**config.mk**
```make
export PLATFORM = sky130hd
export DESIGN_NAME = mirfak_fetch_unit
export DESIGN_NICKNAME = d
export VERILOG_FILES = /design/src/rtl/mirfak_fetch_unit.sv
export SDC_FILE = /design/constraint.sdc
export NUM_CORES = 1
export LEC_CHECK = 0
export BUFFER_PORTS_ARGS = -buffer_cell sky130_fd_sc_hd__buf_2
export CAP_MARGIN = 20
export CORE_AREA = 3 3 167 169
export DETAILED_ROUTE_END_ITERATION = 7
export DIE_AREA = 0 0 170 172
export PLACE_DENSITY = 0.67
export SLEW_MARGIN = 20
export SYNTH_ARGS = -nofsm -noshare
export SYNTH_HDL_FRONTEND = slang
export SYNTH_SLANG_ARGS = --single-unit
```
**constraint.sdc**
```tcl
create_clock -name clk_i -period 23.2 [get_ports clk_i]
set_input_delay 4.64 -clock clk_i [delete_from_list [all_inputs] [get_ports clk_i]]
set_output_delay 4.64 -clock clk_i [all_outputs]
set_load 0.01 [all_outputs]
```
**src/rtl/mirfak_fetch_unit.sv**
```systemverilog
// Instruction fetch stage: drives a Wishbone-style read bus from the fetch PC and
// feeds the IF/ID pipeline register, with a one-entry buffer for stalled responses.
module mirfak_fetch_unit #(
    parameter logic [31:0] RESET_ADDR = 32'h80000000
) (
    input  logic        clk_i,
    input  logic        rst_i,
    output logic [31:0] iwbm_addr_o,
    output logic        iwbm_cyc_o,
    output logic        iwbm_stb_o,
    input  logic [31:0] iwbm_dat_i,
    input  logic        iwbm_ack_i,
    input  logic        iwbm_err_i,
    input  logic        take_branch_i,
    input  logic [31:0] pc_bj_target_i,
    input  logic        trap_valid_i,
    input  logic [31:0] trap_pc_i,
    input  logic        ifid_enable_i,
    input  logic        ifid_clear_i,
    output logic [31:0] id_pc_o,
    output logic [31:0] id_pc4_o,
    output logic [31:0] id_instruction_o,
    output logic        id_if_exception_o,
    output logic [3:0]  id_if_xcause_o,
    output logic        id_bubble_o
);

    localparam logic [31:0] NOP = 32'h00000013;

    typedef enum logic [1:0] {FETCH = 2'd0, HOLD = 2'd1, FLUSH = 2'd2} state_t;
    typedef enum logic [1:0] {LOAD_HOLD = 2'd0, LOAD_BUBBLE = 2'd1, LOAD_ITEM = 2'd2, LOAD_BUF = 2'd3} load_t;

    state_t      state_r, next_state_s;
    load_t       load_s;
    logic [31:0] pc_r, pc_next_s;
    logic [31:0] flush_addr_r, flush_addr_next_s;
    logic [31:0] buf_pc_r, buf_instr_r;
    logic        buf_exc_r;
    logic [3:0]  buf_xcause_r;
    logic        buf_load_s;

    logic        redirect_s, misaligned_s, bus_active_s, resp_s, accept_s, item_valid_s;
    logic [31:0] target_s, item_instr_s;
    logic        item_exc_s;
    logic [3:0]  item_xcause_s;

    assign redirect_s   = trap_valid_i | take_branch_i;
    assign target_s     = trap_valid_i ? trap_pc_i : pc_bj_target_i;
    assign misaligned_s = (pc_r[1:0] != 2'b00);
    // Reset gates the bus combinationally so an in-flight cycle is abandoned at once.
    assign bus_active_s = ~rst_i & (((state_r == FETCH) & ~misaligned_s) | (state_r == FLUSH));
    assign resp_s       = bus_active_s & (iwbm_ack_i | iwbm_err_i);
    // A clear acts as a stall for the fetch side: the item waits in the buffer.
    assign accept_s     = ifid_enable_i & ~ifid_clear_i;
    assign item_valid_s = (state_r == FETCH) & (misaligned_s | resp_s);

    assign iwbm_cyc_o  = bus_active_s;
    assign iwbm_stb_o  = bus_active_s;
    assign iwbm_addr_o = (state_r == FLUSH) ? flush_addr_r : {pc_r[31:2], 2'b00};

    // Payload of the item produced in FETCH this cycle.
    always_comb begin
        item_instr_s  = NOP;
        item_exc_s    = 1'b0;
        item_xcause_s = 4'd0;
        if (misaligned_s) begin
            item_exc_s    = 1'b1;
            item_xcause_s = 4'd0;
        end else if (iwbm_err_i) begin
            item_exc_s    = 1'b1;
            item_xcause_s = 4'd1;
        end else begin
            item_instr_s  = iwbm_dat_i;
        end
    end

    // Next-state, next-PC and IF/ID load selection.
    always_comb begin
        next_state_s      = state_r;
        pc_next_s         = pc_r;
        flush_addr_next_s = flush_addr_r;
        buf_load_s        = 1'b0;
        load_s            = LOAD_HOLD;
        case (state_r)
            FETCH: begin
                if (redirect_s) begin
                    pc_next_s = target_s;
                    load_s    = LOAD_BUBBLE;
                    if (bus_active_s & ~resp_s) begin
                        next_state_s      = FLUSH;
                        flush_addr_next_s = {pc_r[31:2], 2'b00};
                    end else begin
                        next_state_s = FETCH;
                    end
                end else if (item_valid_s) begin
                    pc_next_s = pc_r + 32'd4;
                    if (accept_s) begin
                        load_s = LOAD_ITEM;
                    end else begin
                        buf_load_s   = 1'b1;
                        next_state_s = HOLD;
                        load_s       = ifid_clear_i ? LOAD_BUBBLE : LOAD_HOLD;
                    end
                end else begin
                    load_s = (ifid_clear_i | ifid_enable_i) ? LOAD_BUBBLE : LOAD_HOLD;
                end
            end
            HOLD: begin
                if (redirect_s) begin
                    pc_next_s    = target_s;
                    next_state_s = FETCH;
                    load_s       = LOAD_BUBBLE;
                end else if (accept_s) begin
                    next_state_s = FETCH;
                    load_s       = LOAD_BUF;
                end else begin
                    load_s = ifid_clear_i ? LOAD_BUBBLE : LOAD_HOLD;
                end
            end
            FLUSH: begin
                if (redirect_s) begin
                    pc_next_s = target_s;
                end else begin
                    pc_next_s = pc_r;
                end
                next_state_s = resp_s ? FETCH : FLUSH;
                load_s = (redirect_s | ifid_clear_i | ifid_enable_i) ? LOAD_BUBBLE : LOAD_HOLD;
            end
            default: begin
                next_state_s = FETCH;
                load_s       = LOAD_BUBBLE;
            end
        endcase
    end

    // Fetch state, PC and flush address registers.
    always_ff @(posedge clk_i or posedge rst_i) begin
        if (rst_i) begin
            state_r      <= FETCH;
            pc_r         <= RESET_ADDR;
            flush_addr_r <= 32'd0;
        end else begin
            state_r      <= next_state_s;
            pc_r         <= pc_next_s;
            flush_addr_r <= flush_addr_next_s;
        end
    end

    // One-entry response buffer used while IF/ID is stalled.
    always_ff @(posedge clk_i or posedge rst_i) begin
        if (rst_i) begin
            buf_pc_r     <= 32'd0;
            buf_instr_r  <= NOP;
            buf_exc_r    <= 1'b0;
            buf_xcause_r <= 4'd0;
        end else if (buf_load_s) begin
            buf_pc_r     <= pc_r;
            buf_instr_r  <= item_instr_s;
            buf_exc_r    <= item_exc_s;
            buf_xcause_r <= item_xcause_s;
        end
    end

    // IF/ID pipeline register.
    always_ff @(posedge clk_i or posedge rst_i) begin
        if (rst_i) begin
            id_pc_o           <= 32'd0;
            id_pc4_o          <= 32'd0;
            id_instruction_o  <= NOP;
            id_if_exception_o <= 1'b0;
            id_if_xcause_o    <= 4'd0;
            id_bubble_o       <= 1'b1;
        end else begin
            case (load_s)
                LOAD_BUBBLE: begin
                    id_pc_o           <= 32'd0;
                    id_pc4_o          <= 32'd0;
                    id_instruction_o  <= NOP;
                    id_if_exception_o <= 1'b0;
                    id_if_xcause_o    <= 4'd0;
                    id_bubble_o       <= 1'b1;
                end
                LOAD_ITEM: begin
                    id_pc_o           <= pc_r;
                    id_pc4_o          <= pc_r + 32'd4;
                    id_instruction_o  <= item_instr_s;
                    id_if_exception_o <= item_exc_s;
                    id_if_xcause_o    <= item_xcause_s;
                    id_bubble_o       <= 1'b0;
                end
                LOAD_BUF: begin
                    id_pc_o           <= buf_pc_r;
                    id_pc4_o          <= buf_pc_r + 32'd4;
                    id_instruction_o  <= buf_instr_r;
                    id_if_exception_o <= buf_exc_r;
                    id_if_xcause_o    <= buf_xcause_r;
                    id_bubble_o       <= 1'b0;
                end
                default: begin
                    id_bubble_o       <= id_bubble_o;
                end
            endcase
        end
    end

endmodule

```
[After elaboration in Yosys (flattened, before gate mapping)]
Index checks and enable logic that the tools add are counted.
Cells by class
  bitwise gates (word level): 17
  $add $sub $neg: 2
  equality and inequality tests: 9
  muxes and demuxes: 39
  reduce and logical (&&, ||, !) cells: 10
Operators with widths (number)
  32-bit one-hot mux with 3 select lines: 3
  32-bit two-way mux: 7
  32-bit by 3-bit adder with 32-bit output, second input constant: 2
  32-bit one-hot mux with 2 select lines: 1
  2-bit two-way mux: 12
  2-bit one-hot mux with 3 select lines: 2
  4-bit one-hot mux with 3 select lines: 1
  1-bit two-way mux: 11
  3-bit != test, second input constant: 3
  3-bit AND reduction: 3
  1-bit bitwise OR: 7
  1-bit bitwise AND: 6
  2-bit == test, second input constant: 3
  2-bit nonzero test: 3
  2-bit by 1-bit == test with 1-bit output, second input constant: 2
  1-bit NOT: 4
  2-bit OR reduction: 2
  1-bit one-hot mux with 3 select lines: 1
  3-bit nonzero test: 1
  2-bit zero test: 1
  2-bit by 1-bit != test with 1-bit output, second input constant: 1
  1-bit one-hot mux with 2 select lines: 1
Word-level totals
  word-level logic and storage cells: 90
  flip-flop bits (word level): 235
  output and inout port bits: 136
  bits of input ports: 104

[Depth between registers and ports, before layout]
Gate-level depths: netlist of the first run.
  depth in word-level cells: 14
  mapped depth: 11
  gate-level depth less buffers: 7

[Least setup slack after synthesis of the first run]
No wires, ideal clock.
  kind: input port to output port
  start: input port rst_i
  end: output port iwbm_stb_o
  buffers on the path: 1
  stages: 3
  required time: 18560 ps
  slack: 8580 ps
  arrival time: 9980 ps
  cells stage by stage: inv_1 > o21a_1 > buf_4
On the way
  longest elaborated chain between the ends: 2
Ends and longest elaborated chain
  start, declared: line 7  | input logic rst_i,
  1-bit NOT: line 51  | assign bus_active_s = ~rst_i & (((state_r == FETCH) & ~misaligned_s) | (state_r == FLUSH));
  1-bit bitwise AND: line 51
  end, declared: line 10  | output logic iwbm_stb_o,
No other way between the ends.

[Final worst setup path of the first run]
Ends and elaborated chain as after synthesis.

==> results.md, run 1 <==
- Synth warn: 0
- CTS Buf Count: 25
- Cell taking the most area after synthesis: dfrtp_1
- Min-Delay Path Depth: 2
- Synthesized area per cell: 9.674 sq um
- Grt ovf: 0
- Cell Rows: 60
- TNS Setup: 0 ns
- Area after DPL: 13100 sq um
- Post-DP HPWL: 23.29 mm
- Design Area, Final: 13980 sq um
- Share of layout cells above drive strength 1: 30.42%
- Die Y-Extent: 172 um
- Post-CTS Setup Inserts: 0
- Via/cell ratio: ~5.7
- EDFF count, synth: 0
- Synth top area cells: dfrtp_1 46%, nand2_1 8.0%, mux2_2 7.9%
- Initial antenna violation count: 0
- Cells along the critical path: buf_2 -> inv_8 -> o21a_1 -> buf_2
- Total number of vias: about 10000
- CP Capture Type: primary output
- CTS Hold Bufs: 0
- Area Growth Syn to Fin: 18.04%
- Gpl congestion: 0.9234
- Post-synth top flop: dfrtp_1
- Filler cells: roughly 2500
- CP Launch Type: input pin
- Worst VDD drop: approximately 0.048 mV
- Hold Crit Class: reg -> reg
- First-pass GRT wire length: 52.76 mm
- I/O pins: 240
- Post-route insts no fill: roughly 1700
- Number of remaining DRC errors: 0
- Fmax: 0.09675 GHz
- Worst slew pin tran: 0.9966 ns
- Sequential area share after synthesis: 48.06%
- Aggregate routed wire length: about 33 mm
- Setup violators final: 0
- Status: finished clean
- Most frequent CP cell: buf_2
- CTS Sinks: about 230
- Largest net degree at the start of global routing: 102
- Total global-route track usage: between 20 and 25%
- Syn Std Cell Area: 11840 sq um
- Lkg Pwr: 6.542 nW
- Fin. max-slew vios: 0
- Root buffer cell: clkbuf_16
- Min Tclk post-route: slightly above 10 ns
- Ys async rst share: 100.0%
- Count of cells resized by post-cts repair: 0
- Max layer used: met4
- Latest clock arrival within the worst-skew pair: around 0.52 ns
- I/O Buffers: 234
- Synth top area share: 46.28%
- Fin nets: 1498
- Max Cap Viol: 0
- Seq cells post-synth: 227
- Setup Skew: 0.009710 ns
- Hold Fails Final Rpt: 0
- Fin Hold WS: 0.4547 ns
- Drt first pass iters: 5
- Most instantiated cells after synthesis: 252 x nand2_1, 219 x dfrtp_1, 87 x o21ai_0
- H-Tree Depth: 1
- Die area: slightly below 30000 sq um
- Wl on met1: 15.38 mm
- RSZ-0062 raised after global routing: false
- Met2 wire length: 14.86 mm
- FF-to-FF path depth: 8
- Max Root-Sink Buffers: 3
- Crit path max fanout: 101
- Critical path arrival: roughly 5.7 ns
- Required @ worst endpoint: 18.56 ns
- Pwr/cell area: between 90 and 100 nW/um^2
- DP Cell Count: 1701
- Crit path largest cell delay: 0.50 ns
- CTS tree: yes
- Slew HR: roughly a third
- Die W: 170 um
- Final period util: roughly 45%
- Number of global-route vias before repair: 9335
- DRC marker count from the first detailed-route iteration: 884
- Starting density of the core: 44.31%
- Mapped Cells: 1224
- Critical path class: in -> out
- Netlist cell types: 62
- CP max stage cell: inv_8
- ANT cells: 0
- Top-count cell post-synth: nand2_1
- CORE AREA: about 27000 sq um
- DRT antenna net count: 0
- DR WL/cell: 19.16 um
- Clock slew at reported path FFs: 0.06 ns
- Met3 wire length: approximately 2.5 mm
-- area by class of cell --
class                      instances  area (sq um)  share of cell area [%]
sequential                       227          5690                   40.71
multi-input combinational        872          5647                   40.40
timing repair buffer             249          1304                   9.328
clock buffer                      39         758.2                   5.425
tap                              341         426.7                   3.053
clock inverter                     7         95.09                  0.6803
inverter                          13         56.30                  0.4028
-- critical path: cells and delay by family --
family,cells,cell delay (ns)
compound gates,1,0.26
buf+inv,3,0.78
-- metrics by stage --
step                setup WS, ns  power, mW  util (%)
floorplan                  8.580     0.8532         -
global route               12.71      1.473     52.30
finish                     12.86      1.391     52.30
global placement           12.83     0.9709     48.95
detailed placement         12.82     0.9823     49.01
CTS                        12.81      1.395     52.20
-- layer usage --
| layer | track usage [%] | vias to the layer above |
|---|---|---|
| met5 | 0 | - |
| li1 | - | 4680 |
| met4 | 5.644 | 0 |
| met1 | 33.91 | 4772 |
| met3 | 2.812 | 50 |
| met2 | 34.52 | 408 |
-- cells by family (layout without fill, tap and decap cells) --
kind of cell	Yosys count	after routing	share of synthesized area, %
buffers and inverters	129	308	4.850
other	1	5	0.03167
adders and majority gates	6	6	0.6340
and+or+nand+nor	434	434	16.36
xor gates and xnor gates	41	41	3.033
AOI/OAI and AO/OA	283	283	17.46
DFF	227	227	48.06
muxes	103	103	9.584
-- power breakdown --
part           internal (mW)  switching, mW  leakage, nW
Combinational          0.165          0.195         3.18
Clock                  0.247          0.163        0.418
Sequential             0.495          0.127         2.94
-- flip-flops by register name (all words and copies together) (netlist names) --
name / flops
buf_instr_r: 32
buf_pc_r: 32
id_instruction_o: 32
id_pc_o: 32
pc_r: 32
flush_addr_r: 30
id_pc4_o: 30
state_r: 2
buf_exc_r: 1
buf_xcause_r: 1
id_bubble_o: 1
id_if_exception_o: 1
id_if_xcause_o: 1
-- cells in the final DEF, fill, tap and decap left out, types with 12 or more instances in the layout --
cell type	n
mux2_2	83
o21ai_0	87
buf_2	234
nand4_1	20
buf_4	13
a221o_1	25
mux2i_1	20
nor2_1	51
a22oi_1	32
a21oi_1	33
nand3_1	25
nand2_1	252
xnor2_1	23
clkbuf_16	25
nor3_1	19
dfrtp_1	219
xor2_1	18
o211ai_2	29
inv_1	12
-- path summary, 6_finish.rpt --
| path | slack (ns) | end | startpoint |
|---|---|---|---|
| setup / recovery | 12.86 | iwbm_stb_o | rst_i |
| hold / removal | 0.45 | id_instruction_o[4] | id_instruction_o[4] |
| setup reg to reg | 19.64 | id_instruction_o[28] | state_r[0] |
| hold reg to reg | 0.45 | id_instruction_o[4] | id_instruction_o[4] |
| max in group asynchronous | 16.79 | buf_pc_r[11] | rst_i |
| min in group asynchronous | 4.27 | buf_instr_r[13] | rst_i |
Note: power is estimated with default switching activity, not from simulation.
==> run 2: changes to the inputs <==
--- a/config.mk
+++ b/config.mk
@@ -10,7 +10,7 @@
 export CORE_AREA = 3 3 167 169
 export DETAILED_ROUTE_END_ITERATION = 7
 export DIE_AREA = 0 0 170 172
-export PLACE_DENSITY = 0.67
+export PLACE_DENSITY = 0.69
 export SLEW_MARGIN = 20
 export SYNTH_ARGS = -nofsm -noshare
 export SYNTH_HDL_FRONTEND = slang
==> constraint.sdc (replaced) <==
create_clock -name clk_i -period 9.25 [get_ports clk_i]
set_input_delay 1.85 -clock clk_i [delete_from_list [all_inputs] [get_ports clk_i]]
set_output_delay 1.85 -clock clk_i [all_outputs]
set_load 0.01 [all_outputs]
==> run 2 against run 1 <==
- combinational power rose to 2.5 times the previous value
- routed wire length rose by 0.55%
- sequential cell count did not move
- clock power rose by 150%
==> results.md, run 2 (synthesis gave the netlist of run 1 again) <==
- Total number of vias: 9863 (-0.47%)
- CP Launch Type: input pin
- CORE AREA: 26730 sq um (unchanged)
- Min Tclk post-route: 4.809 ns
- Lkg Pwr: 6.512 nW (-0.46%)
- Total global-route track usage: 22.60% (+0.15 points)
- Aggregate routed wire length: 33.67 mm (+0.55%)
- Post-Place Setup Slack: 4.144 ns (-8.672 ns)
- CP Capture Type: primary output
- Most frequent CP cell: buf_2
- CTS tree: yes
- Fin nets: 1495 (-0.20%)
- H-Tree Depth: 1 (unchanged)
- First-pass GRT wire length: 52.90 mm (+0.25%)
- Gpl congestion: 0.9361 (+1.4%)
- Number of remaining DRC errors: 0 (unchanged)
- CTS Hold Bufs: 0 (unchanged)
- Setup violators final: 0 (unchanged)
- Setup Skew: 0.01076 ns (+0.001048 ns)
- Final period util: 51.99%
- Worst slew pin tran: 1.077 ns (+0.08010 ns)
- Cells along the critical path: buf_2 -> inv_8 -> o21a_1 -> buf_2
- Die W: 170 um (unchanged)
- Latest clock arrival within the worst-skew pair: 0.53 ns (about the same)
- Most frequent cells in the layout: 252 x nand2_1, 234 x buf_2, 219 x dfrtp_1
- Combinational share of power: 25.9% (about the same)
- Die area: 29240 sq um (unchanged)
- Required @ worst endpoint: 7.40 ns (-11.16 ns)
- Power Total: 3.474 mW (+150%)
- DRT antenna net count: 0 (unchanged)
- Filler cells: 2447 (-1.3%)
- Initial antenna violation count: 0 (unchanged)
- DRC marker count from the first detailed-route iteration: 864 (-2.3%)
- CTS Sinks: 227 (unchanged)
- Fmax: 0.2079 GHz
- Slew HR: 28.14% (-5.4 points)
- Starting density of the core: 44.31% (unchanged)
- DR WL/cell: 19.30 um (+0.72%)
- Most common cell after layout, fill and taps aside: nand2_1
- Design Area, Final: 13910 sq um (-0.49%)
- Post-DP HPWL: 23.81 mm (+2.2%)
- Critical path class: in -> out
- RSZ-0062 raised after global routing: false
- Status: finished clean
- Int Power: 2.264 mW (+150%)
- Fin. max-slew vios: 0 (unchanged)
- Multi-input logic area: 5642 sq um (about the same)
- Drt first pass iters: 5 (unchanged)
- Max Root-Sink Buffers: 3 (unchanged)
- CP max stage cell: inv_8
- Count of cells resized by post-cts repair: 0 (unchanged)
- Area Growth Syn to Fin: 17.46%
- Grt ovf: 0 (unchanged)
- Area after DPL: 13080 sq um (-0.17%)
- Pwr/cell area: 249.8 nW/um^2 (+150%)
- Largest net degree at the start of global routing: 107 (+4.9%)
- Crit path max fanout: 106 (+5.0%)
- I/O pins: 240 (unchanged)
- Cell Rows: 60 (unchanged)
- ANT cells: 0 (unchanged)
- Number of global-route vias before repair: 9331 (-0.043%)
- Clock slew at reported path FFs: 0.06 ns (about the same)
- Post-CTS Setup Inserts: 0 (unchanged)
- Switch share: 34.84% (about the same)
- Crit path largest cell delay: 0.50 ns (about the same)
- CTS Buf Count: 25 (unchanged)
- Min setup slack post-route: 4.441 ns (-8.423 ns)
- Register area: 5690 sq um (unchanged)
- Sw power: 1.210 mW (+150%)
- Max Cap Viol: 0 (unchanged)
- Root buffer cell: clkbuf_16
- TNS Setup: 0 ns (unchanged)
- Share of layout cells above drive strength 1: 29.99% (-0.43 points)
- Worst VDD drop: 0.1569 mV (+230%)
- Die Y-Extent: 172 um (unchanged)
- Hold Crit Class: reg -> reg
- Critical path arrival: 2.96 ns (-2.74 ns)
- Via/cell ratio: 5.652 (-0.30%)
- I/O Buffers: 234 (unchanged)
- Part of the power in registers: 44.8% (about the same)
- Clk pwr share: 29.3% (about the same)
- Fin Hold WS: 0.4553 ns (+0.0006060 ns)
- Hold Fails Final Rpt: 0 (unchanged)
==> run 2: final cells by class <==
cell class                 count  share of cell area (%)
inverter                      13                  0.4048
clock inverter                 7                  0.8186
tap                          341                   3.068
clock buffer                  39                   5.164
multi-input combinational    872                   40.56
timing repair buffer         246                   9.068
sequential                   227                   40.91
==> run 2: per-stage QoR <==
step | cells | utilization, %
CTS | 1745 | 52.04
global placement | 1699 | 48.92
floorplan | 1228 | -
finish | 1745 | 52.04
global route | 1745 | 52.04
detailed placement | 1699 | 48.92
==> run 2: worst paths after layout <==
check | endpoint | from | cells past startpoint | slack, ns
setup / recovery | iwbm_stb_o | rst_i | 4 | 4.44
hold reg to reg | id_instruction_o[1] | id_instruction_o[1] | 2 | 0.46
hold / removal | id_instruction_o[1] | id_instruction_o[1] | 2 | 0.46
min in group asynchronous | buf_instr_r[12] | rst_i | 2 | 1.46
max in group asynchronous | flush_addr_r[8] | rst_i | 4 | 5.77
setup reg to reg | id_instruction_o[27] | state_r[0] | 7 | 5.53
==> run 2: per-layer routing <==
layer  share of wire [%]  up-vias  track usage, %
met3                 8.8       40           4.047
met4                 1.7        0           4.444
met5                   0        -               0
li1                    -     4661               -
met2                  44      460           34.53
met1                  46     4702           34.04
==> run 2: power by group through the flow <==
| stage | clock [mW] | combinational, mW | sequential, mW |
|---|---|---|---|
| global route | 1.08 | 1.00 | 1.60 |
| finish | 1.02 | 0.901 | 1.56 |
| detailed placement | 0 | 0.900 | 1.56 |
| CTS | 1.03 | 0.906 | 1.55 |
| global placement | 0 | 0.883 | 1.55 |
| floorplan | 0 | 0.737 | 1.40 |
==> run 2: worst max-delay path, delay by kind of cell <==
kind / cells / cell delay, ns
buffers and inverters: 3 / 0.80
AOI/OAI and AO/OA: 1 / 0.31
